File: src/rtl/pmu_ahb_pkg.sv
// Shared AHB encodings and the master FSM state type for pmu_ahb_master.
package pmu_ahb_pkg;

    localparam logic [1:0] HTRANS_IDLE   = 2'b00;
    localparam logic [1:0] HTRANS_BUSY   = 2'b01;
    localparam logic [1:0] HTRANS_NONSEQ = 2'b10;
    localparam logic [1:0] HTRANS_SEQ    = 2'b11;

    localparam logic [1:0] HRESP_OKAY    = 2'b00;
    localparam logic [1:0] HRESP_ERROR   = 2'b01;
    localparam logic [1:0] HRESP_RETRY   = 2'b10;
    localparam logic [1:0] HRESP_SPLIT   = 2'b11;

    localparam logic [2:0] HSIZE_WORD    = 3'b010;
    localparam logic [2:0] HBURST_SINGLE = 3'b000;

    typedef enum logic [2:0] {
        ST_IDLE,
        ST_ADDR,
        ST_DATA,
        ST_ERR,
        ST_RESP
    } state_e;

endpackage

File: src/rtl/pmu_ahb_master_wdog.sv
// Data-phase watchdog: flags the cycle that completes TIMEOUT_CYCLES consecutive stalls.
module pmu_ahb_master_wdog #(
    parameter int unsigned TIMEOUT_CYCLES = 255
) (
    input  logic clk_i,
    input  logic rstn_i,
    input  logic i_en,
    input  logic i_hready,
    output logic o_expire
);

    localparam int unsigned CW = $clog2(TIMEOUT_CYCLES + 1);
    localparam logic [CW-1:0] LAST = CW'(TIMEOUT_CYCLES - 1);

    logic [CW-1:0] r_cnt;
    logic          w_stall;

    assign w_stall  = i_en && !i_hready;
    assign o_expire = w_stall && (r_cnt == LAST);

    always_ff @(posedge clk_i) begin
        if (!rstn_i) begin
            r_cnt <= '0;
        end else if (w_stall && !o_expire) begin
            r_cnt <= r_cnt + CW'(1);
        end else begin
            r_cnt <= '0;
        end
    end

endmodule

File: src/rtl/pmu_ahb_master.sv
// Single-transfer AHB master with RETRY/SPLIT re-issue.
// Optional data-phase timeout enabled by PMU_AHB_MASTER_TIMEOUT_EN.
module pmu_ahb_master
    import pmu_ahb_pkg::*;
#(
    parameter int unsigned REG_WIDTH      = 32,
    parameter int unsigned MAX_RETRY      = 4,
    parameter int unsigned TIMEOUT_CYCLES = 255
) (
    input  logic                 clk_i,
    input  logic                 rstn_i,
    input  logic                 req_valid_i,
    output logic                 req_ready_o,
    input  logic                 req_write_i,
    input  logic [REG_WIDTH-1:0] req_addr_i,
    input  logic [REG_WIDTH-1:0] req_wdata_i,
    output logic                 rsp_valid_o,
    output logic [REG_WIDTH-1:0] rsp_rdata_o,
    output logic                 rsp_err_o,
    output logic                 rsp_timeout_o,
    output logic [REG_WIDTH-1:0] haddr_o,
    output logic                 hwrite_o,
    output logic [1:0]           htrans_o,
    output logic [2:0]           hsize_o,
    output logic [2:0]           hburst_o,
    output logic [REG_WIDTH-1:0] hwdata_o,
    input  logic                 hready_i,
    input  logic [1:0]           hresp_i,
    input  logic [REG_WIDTH-1:0] hrdata_i
);

    localparam int unsigned RW = $clog2(MAX_RETRY + 2);
    localparam logic [RW-1:0] RETRY_LIMIT = RW'(MAX_RETRY);

    state_e               r_state;
    state_e               w_state_nxt;
    logic [REG_WIDTH-1:0] r_addr;
    logic [REG_WIDTH-1:0] r_wdata;
    logic                 r_write;
    logic [RW-1:0]        r_retry;
    logic [REG_WIDTH-1:0] r_rsp_rdata;
    logic                 r_rsp_err;
    logic                 w_rsp_load;
    logic                 w_err_nxt;
    logic                 w_retry_inc;
    logic                 w_is_retry;

`ifdef PMU_AHB_MASTER_TIMEOUT_EN
    logic w_expire;
    logic w_to_nxt;
    logic r_rsp_to;

    pmu_ahb_master_wdog #(
        .TIMEOUT_CYCLES(TIMEOUT_CYCLES)
    ) u_wdog (
        .clk_i    (clk_i),
        .rstn_i   (rstn_i),
        .i_en     ((r_state == ST_DATA) || (r_state == ST_ERR)),
        .i_hready (hready_i),
        .o_expire (w_expire)
    );

    assign rsp_timeout_o = r_rsp_to;
`else
    assign rsp_timeout_o = 1'b0;
`endif

    assign w_is_retry = (hresp_i == HRESP_RETRY) || (hresp_i == HRESP_SPLIT);

    always_comb begin
        w_state_nxt = r_state;
        w_rsp_load  = 1'b0;
        w_err_nxt   = 1'b0;
        w_retry_inc = 1'b0;
`ifdef PMU_AHB_MASTER_TIMEOUT_EN
        w_to_nxt    = 1'b0;
`endif
        case (r_state)
            ST_IDLE: begin
                if (req_valid_i) w_state_nxt = ST_ADDR;
            end
            ST_ADDR: begin
                if (hready_i) w_state_nxt = ST_DATA;
            end
            ST_DATA: begin
`ifdef PMU_AHB_MASTER_TIMEOUT_EN
                if (w_expire) begin
                    w_state_nxt = ST_RESP;
                    w_rsp_load  = 1'b1;
                    w_err_nxt   = 1'b1;
                    w_to_nxt    = 1'b1;
                end else
`endif
                // Non-OKAY with hready high skips the first response cycle: treat as ERROR.
                if (hready_i) begin
                    w_state_nxt = ST_RESP;
                    w_rsp_load  = 1'b1;
                    w_err_nxt   = (hresp_i != HRESP_OKAY);
                end else if (hresp_i != HRESP_OKAY) begin
                    w_state_nxt = ST_ERR;
                end
            end
            ST_ERR: begin
`ifdef PMU_AHB_MASTER_TIMEOUT_EN
                if (w_expire) begin
                    w_state_nxt = ST_RESP;
                    w_rsp_load  = 1'b1;
                    w_err_nxt   = 1'b1;
                    w_to_nxt    = 1'b1;
                end else
`endif
                if (hready_i) begin
                    if (w_is_retry && (r_retry < RETRY_LIMIT)) begin
                        w_retry_inc = 1'b1;
                        w_state_nxt = ST_ADDR;
                    end else begin
                        w_state_nxt = ST_RESP;
                        w_rsp_load  = 1'b1;
                        w_err_nxt   = 1'b1;
                    end
                end
            end
            ST_RESP: begin
                w_state_nxt = ST_IDLE;
            end
            default: begin
                w_state_nxt = ST_IDLE;
            end
        endcase
    end

    always_ff @(posedge clk_i) begin
        if (!rstn_i) begin
            r_state     <= ST_IDLE;
            r_addr      <= '0;
            r_wdata     <= '0;
            r_write     <= 1'b0;
            r_retry     <= '0;
            r_rsp_rdata <= '0;
            r_rsp_err   <= 1'b0;
`ifdef PMU_AHB_MASTER_TIMEOUT_EN
            r_rsp_to    <= 1'b0;
`endif
        end else begin
            r_state <= w_state_nxt;
            if ((r_state == ST_IDLE) && req_valid_i) begin
                r_addr  <= req_addr_i;
                r_wdata <= req_wdata_i;
                r_write <= req_write_i;
            end
            if (r_state == ST_RESP) begin
                r_retry <= '0;
            end else if (w_retry_inc) begin
                r_retry <= r_retry + RW'(1);
            end
            if (w_rsp_load) begin
                r_rsp_rdata <= (!w_err_nxt && !r_write) ? hrdata_i : '0;
                r_rsp_err   <= w_err_nxt;
`ifdef PMU_AHB_MASTER_TIMEOUT_EN
                r_rsp_to    <= w_to_nxt;
`endif
            end
        end
    end

    assign req_ready_o = (r_state == ST_IDLE);
    assign rsp_valid_o = (r_state == ST_RESP);
    assign rsp_rdata_o = r_rsp_rdata;
    assign rsp_err_o   = r_rsp_err;
    assign haddr_o     = r_addr;
    assign hwrite_o    = r_write;
    assign htrans_o    = (r_state == ST_ADDR) ? HTRANS_NONSEQ : HTRANS_IDLE;
    assign hsize_o     = HSIZE_WORD;
    assign hburst_o    = HBURST_SINGLE;
    assign hwdata_o    = r_wdata;

endmodule

File: config.mk
export PLATFORM = sky130hd
export DESIGN_NAME = pmu_ahb_master
export DESIGN_NICKNAME = d
export VERILOG_FILES = /design/src/rtl/pmu_ahb_pkg.sv /design/src/rtl/pmu_ahb_master_wdog.sv /design/src/rtl/pmu_ahb_master.sv
export SDC_FILE = /design/constraint.sdc
export NUM_CORES = 1
export LEC_CHECK = 0
export ABC_AREA = 1
export BUFFER_PORTS_ARGS = -buffer_cell sky130_fd_sc_hd__buf_4
export CAP_MARGIN = 10
export CORE_MARGIN = 2
export CORE_UTILIZATION = 30
export DETAILED_ROUTE_END_ITERATION = 6
export SLEW_MARGIN = 15
export SYNTH_ARGS = -nofsm -noshare
export SYNTH_HDL_FRONTEND = slang
export SYNTH_SLANG_ARGS = --single-unit
File: constraint.sdc
create_clock -name clk_i -period 1.7 [get_ports clk_i]
set_input_delay 0.34 -clock clk_i [delete_from_list [all_inputs] [get_ports clk_i]]
set_output_delay 0.34 -clock clk_i [all_outputs]
set_load 0.01 [all_outputs]
* Word level (Yosys, flattened, before mapping)
Cells that the tools add are included.
** Word-level totals
- Register bits :: 104
- Input bits :: 103
- Output and inout bits :: 109
- Word-level logic and storage cells :: 48
** Operators by class
- Add/subtract/negate cells :: 1
- Magnitude comparators :: 1
- Equal/unequal tests :: 10
- Multiplexer cells :: 18
- Bitwise operators :: 1
- Reduce and logical (&&, ||, !) cells :: 10
** Operators with widths (count)
- $mux 32 :: 1
- $mux 3 :: 6
- $pmux 3 s4 :: 1
- $mux 1 :: 7
- $eq 3x2->1 const B :: 2
- $ne 2x2->1 const B :: 3
- $eq 2x2->1 const B :: 2
- $pmux 1 s2 :: 2
- $reduce_and 4->1 :: 1
- $add 3x1->3 const B :: 1
- $eq 3x1->1 const B :: 1
- $eq 3x3->1 const B :: 1
- $logic_and 1x1->1 :: 3
- $logic_not 3->1 :: 1
- $lt 3x3->1 const B :: 1
- $ne 3x3->1 const B :: 1
- $logic_not 1->1 :: 2
- $mux 2 :: 1
- $reduce_bool 2->1 :: 1
- $reduce_or 2->1 :: 1
- $logic_or 1x1->1 :: 1
- $not 1->1 :: 1

* Longest topological paths before layout
- Word-level depth :: 9
- Gate-level depth with buffers :: 8
- Depth with buffers taken out :: 8

* Worst setup path after synthesis
Ideal clock, no wire load.
- Path type :: in2reg
- Start :: input rstn_i
- End :: register r_wdata[0] (netlist: hwdata_o[0])
- Setup time :: 0.132 ns
- Data arrival time :: 1.041 ns
- Required time :: 1.568 ns
- Slack :: 0.527 ns
- Stages on the path :: 4
- Path buffers :: 2
- Path through :: inv_2 -> clkbuf_1 -> clkbuf_1 -> a21oi_1
** RTL lines
- start, declared :: line pmu_ahb_master.sv:11 : input logic rstn_i,
- end signal, assigned :: line pmu_ahb_master.sv:148 : r_wdata <= req_wdata_i;
- end, declared :: line pmu_ahb_master.sv:38 : logic [REG_WIDTH-1:0] r_wdata;
No word-level cell between the ends.

* Worst setup path in the final report
- Start :: register r_state[2]
- End :: output req_ready_o
** On the way
- Word-level cells in the longest chain between the ends :: 1
** RTL lines
- start, declared :: line pmu_ahb_master.sv:35 : state_e r_state;
- start signal, assigned :: line pmu_ahb_master.sv:145 : r_state <= w_state_nxt;
- $logic_not 3->1 :: line pmu_ahb_master.sv:166 : assign req_ready_o = (r_state == ST_IDLE);
- end, declared :: line pmu_ahb_master.sv:13 : output logic req_ready_o,
Every way passes these cells.

==> impl_metrics.env <==
export IMPL_outcome="complete, no violations"
export IMPL_r2r_end="hwdata_o[2]"
export IMPL_holdPathEnd="rsp_err_o"
export IMPL_min_period_ns=1.60
export IMPL_placed_area_mm2=0.00599
export IMPL_cap_violations=0
export IMPL_ant_nets=0
export IMPL_grt_overflow_total=0
export IMPL_grt_antenna_before_repair=0
export IMPL_layout_commonest_cell="buf_4"
export IMPL_n_antenna_cell=0
export IMPL_p_per_area_mw_per_mm2=1310
export IMPL_cts_root_buffer="clkbuf_16"
export IMPL_top_level_ports=212
export IMPL_final_cell_mix="209 x buf_4, 138 x nand3_1, 102 x dfxtp_1, 98 x a21oi_1, 75 x nand2_1"
export IMPL_rr_startpoint="r_state[1]"
export IMPL_hp_class="input port to flop"
export IMPL_via_per_inst=4.66
export IMPL_yosys_area_top_type_share_pct=47.8
export IMPL_drc=0
export IMPL_max_stage_delay_ns=0.39
export IMPL_ys_seq_elements=104
export IMPL_cts_tree="built"
export IMPL_setup_viol=0
export IMPL_fin_setup_tns_ns=0
export IMPL_syn_area_mm2=0.00435
export IMPL_yosysWarnings=0
export IMPL_met1_usage_pct=23.2
export IMPL_irDropWorstVdd_uv=556
export IMPL_crit_buf_inv=4
export IMPL_crit_arrival_ns=1.26
export IMPL_seqPwrFrac_pct=36.0
export IMPL_yosys_area_top_type="dfxtp_1"
export IMPL_period_share_pct=94.3
export IMPL_clock_latency_ns=0.35
export IMPL_cts_hold_buffers=0
export IMPL_cts_buffers=9
export IMPL_syn_inst=576
export IMPL_wl_mm=13.2
export IMPL_rsz0062_at_grt="false"
export IMPL_p_total_mw=8.39
export IMPL_pre_cts_ws_ns=0.314
export IMPL_grt_usage_pct=16.7
export IMPL_placed_cells=929
export IMPL_final_util_pct=44.5
export IMPL_critPathKind="flop to output pin"
export IMPL_critPathSlowestCell="dfxtp_1"
export IMPL_place_gp_congestion=0.768
export IMPL_maxSlewHeadroom_pct=62.3
export IMPL_nFillCells=1510
export IMPL_start_util_pct=30.3
export IMPL_hold_path_startpoint="rstn_i"
export IMPL_grt_busiest_layer="met2"
export IMPL_met2_usage_pct=24.2
export IMPL_cp_top_family="buffers and inverters"
export IMPL_dr_pass1_iters=6
export IMPL_worst_pin_slew_ns=0.565
export IMPL_pwr_share_clk_pct=27.3
export IMPL_power_frac_comb_pct=36.6
export IMPL_rows=44
export IMPL_post_cts_setup_buffers=0
export IMPL_crit_required_ns=1.36
export IMPL_cell_internal_pwr_mw=5.57
export IMPL_grt_pass1_wl_mm=21.3
export IMPL_cts_sinks=104
export IMPL_die_y_um=124
export IMPL_dieArea_mm2=0.0155
export IMPL_clockBufferDepth=2
export IMPL_syn_to_final_growth_pct=47.0
export IMPL_fin_skew_ns=0.00884
export IMPL_drv_slew=0
export IMPL_drt_iter0_drc=192
export IMPL_p_leak_nw=2.92
export IMPL_dr_total_vias=4416
export IMPL_grt_util_met3_pct=5.50
export IMPL_first_global_vias=4051
export IMPL_seq_area_frac_synth_pct=47.8
export IMPL_worstPathMaxFanout=10
export IMPL_p_switching_mw=2.81
export IMPL_path_cells="inv_2 > nand2_2 > inv_4 > buf_12 > buf_4"
export IMPL_core_area_mm2=0.0144
export IMPL_endpoint_kind="output pin"
export IMPL_reg2regPathDepth=6
export IMPL_htree_levels=3
export IMPL_hpwl_mm=8.59
export IMPL_drive_above_1_share_pct=32.8
export IMPL_die_width_um=124
export IMPL_layoutNonFillerInstCount=947
export IMPL_register_area_mm2=0.00208
export IMPL_wl_per_cell_um=13.9
export IMPL_nets=862
export IMPL_rrSetupSlack_ns=0.41
export IMPL_crit_path_start_kind="flop"
export IMPL_path_clk_slew_ns=0.07
export IMPL_syn_avg_cell_area_um2=7.56
export IMPL_io_buffers=203
export IMPL_grt_max_degree=62
export IMPL_synth_cell_types=22
export IMPL_postLayoutSetupSlackWorst_ns=0.0962
export IMPL_final_area_mm2=0.00640
export IMPL_multi_input_area_mm2=0.00177
export IMPL_hold_depth=3
export IMPL_yosys_top_cells_area="dfxtp_1 48%, nand3_1 16%, a21oi_1 11%, nand2_1 6.5%, nor2_1 4.1%"
export IMPL_clock_fmax_mhz=624
export IMPL_holdWs_ns=0.252
export IMPL_netSwitchingFraction_pct=33.5
export IMPL_hold_viol=0
## worst min-delay path, stage by stage
cell and delay, ns:
buf_4 0.12, nand3_1 0.07, inv_1 0.04
## cell usage after synthesis
cell and number:
nand3_1 138, dfxtp_1 104, a21oi_1 98, nand2_1 75, nor2_1 48, inv_1 40
clkbuf_1 20, buf_6 14, buf_4 11, buf_2 10, inv_2 3, nand2_2 3
conb_1 2, o21ai_0 2, a21boi_0 1, clkinv_2 1, ha_1 1, nand2_4 1
nand3b_1 1, nor2_2 1, nor2_4 1, nor3_1 1
## layout make-up
cell class | count | area share, %
clock buffers | 10 | 3.73
clock inverters | 6 | 1.45
inverters | 44 | 2.64
multi-input cells | 379 | 27.7
flip-flops and latches | 104 | 32.6
well taps | 184 | 3.60
repair buffers | 220 | 28.3
## how the worst max path moves through the flow
stage                    start     endpoint  slack [ns]  cells past startpoint
floorplan               rstn_i  hwdata_o[0]        0.53                      4
global placement    r_state[0]  req_ready_o        0.33                      5
detailed placement  r_state[0]  req_ready_o        0.31                      5
CTS                 r_state[2]  rsp_valid_o        0.01                      3
global route        r_state[1]  req_ready_o       0.004                      5
finish              r_state[2]  req_ready_o         0.1                      5
## sequential cells by signal, indices dropped and copies added, names as in the netlist
register,count
haddr_o,32
hwrite_o,1
rsp_err_o,1
hwdata_o,32
r_retry,3
rsp_rdata_o,32
r_state,3
## cells by family after synthesis
| logic type | Yosys count | synth area share (%) |
|---|---|---|
| fa+ha+maj | 1 | 0.287 |
| flops | 104 | 47.8 |
| simple gates | 269 | 27.8 |
| buf+inv | 99 | 12.2 |
| other cells | 2 | 0.172 |
| compound gates | 101 | 11.7 |
## power by group through the flow
stage	logic, mW	clock network, mW	registers, mW
after floorplan	1.66	0	3.18
after global placement	2.78	0	3.05
after detailed placement	2.77	0	3.06
after CTS	3.13	2.37	3.01
after global routing	3.39	2.47	3.07
final	3.07	2.29	3.02
## per-layer routing
metal / routed length [µm] / share of wire, %
met1: 5990 / 45
met2: 5840 / 44
met3: 1180 / 8.9
met4: 193 / 1.5
met5: 0 / 0
## what timing repair did
action	CTS	global route
pin swaps	0	1
endpoints found under the setup margin	1	2
gates cloned	2	0
gates resized for setup	2	3
Power figures use the tool's default switching activity.
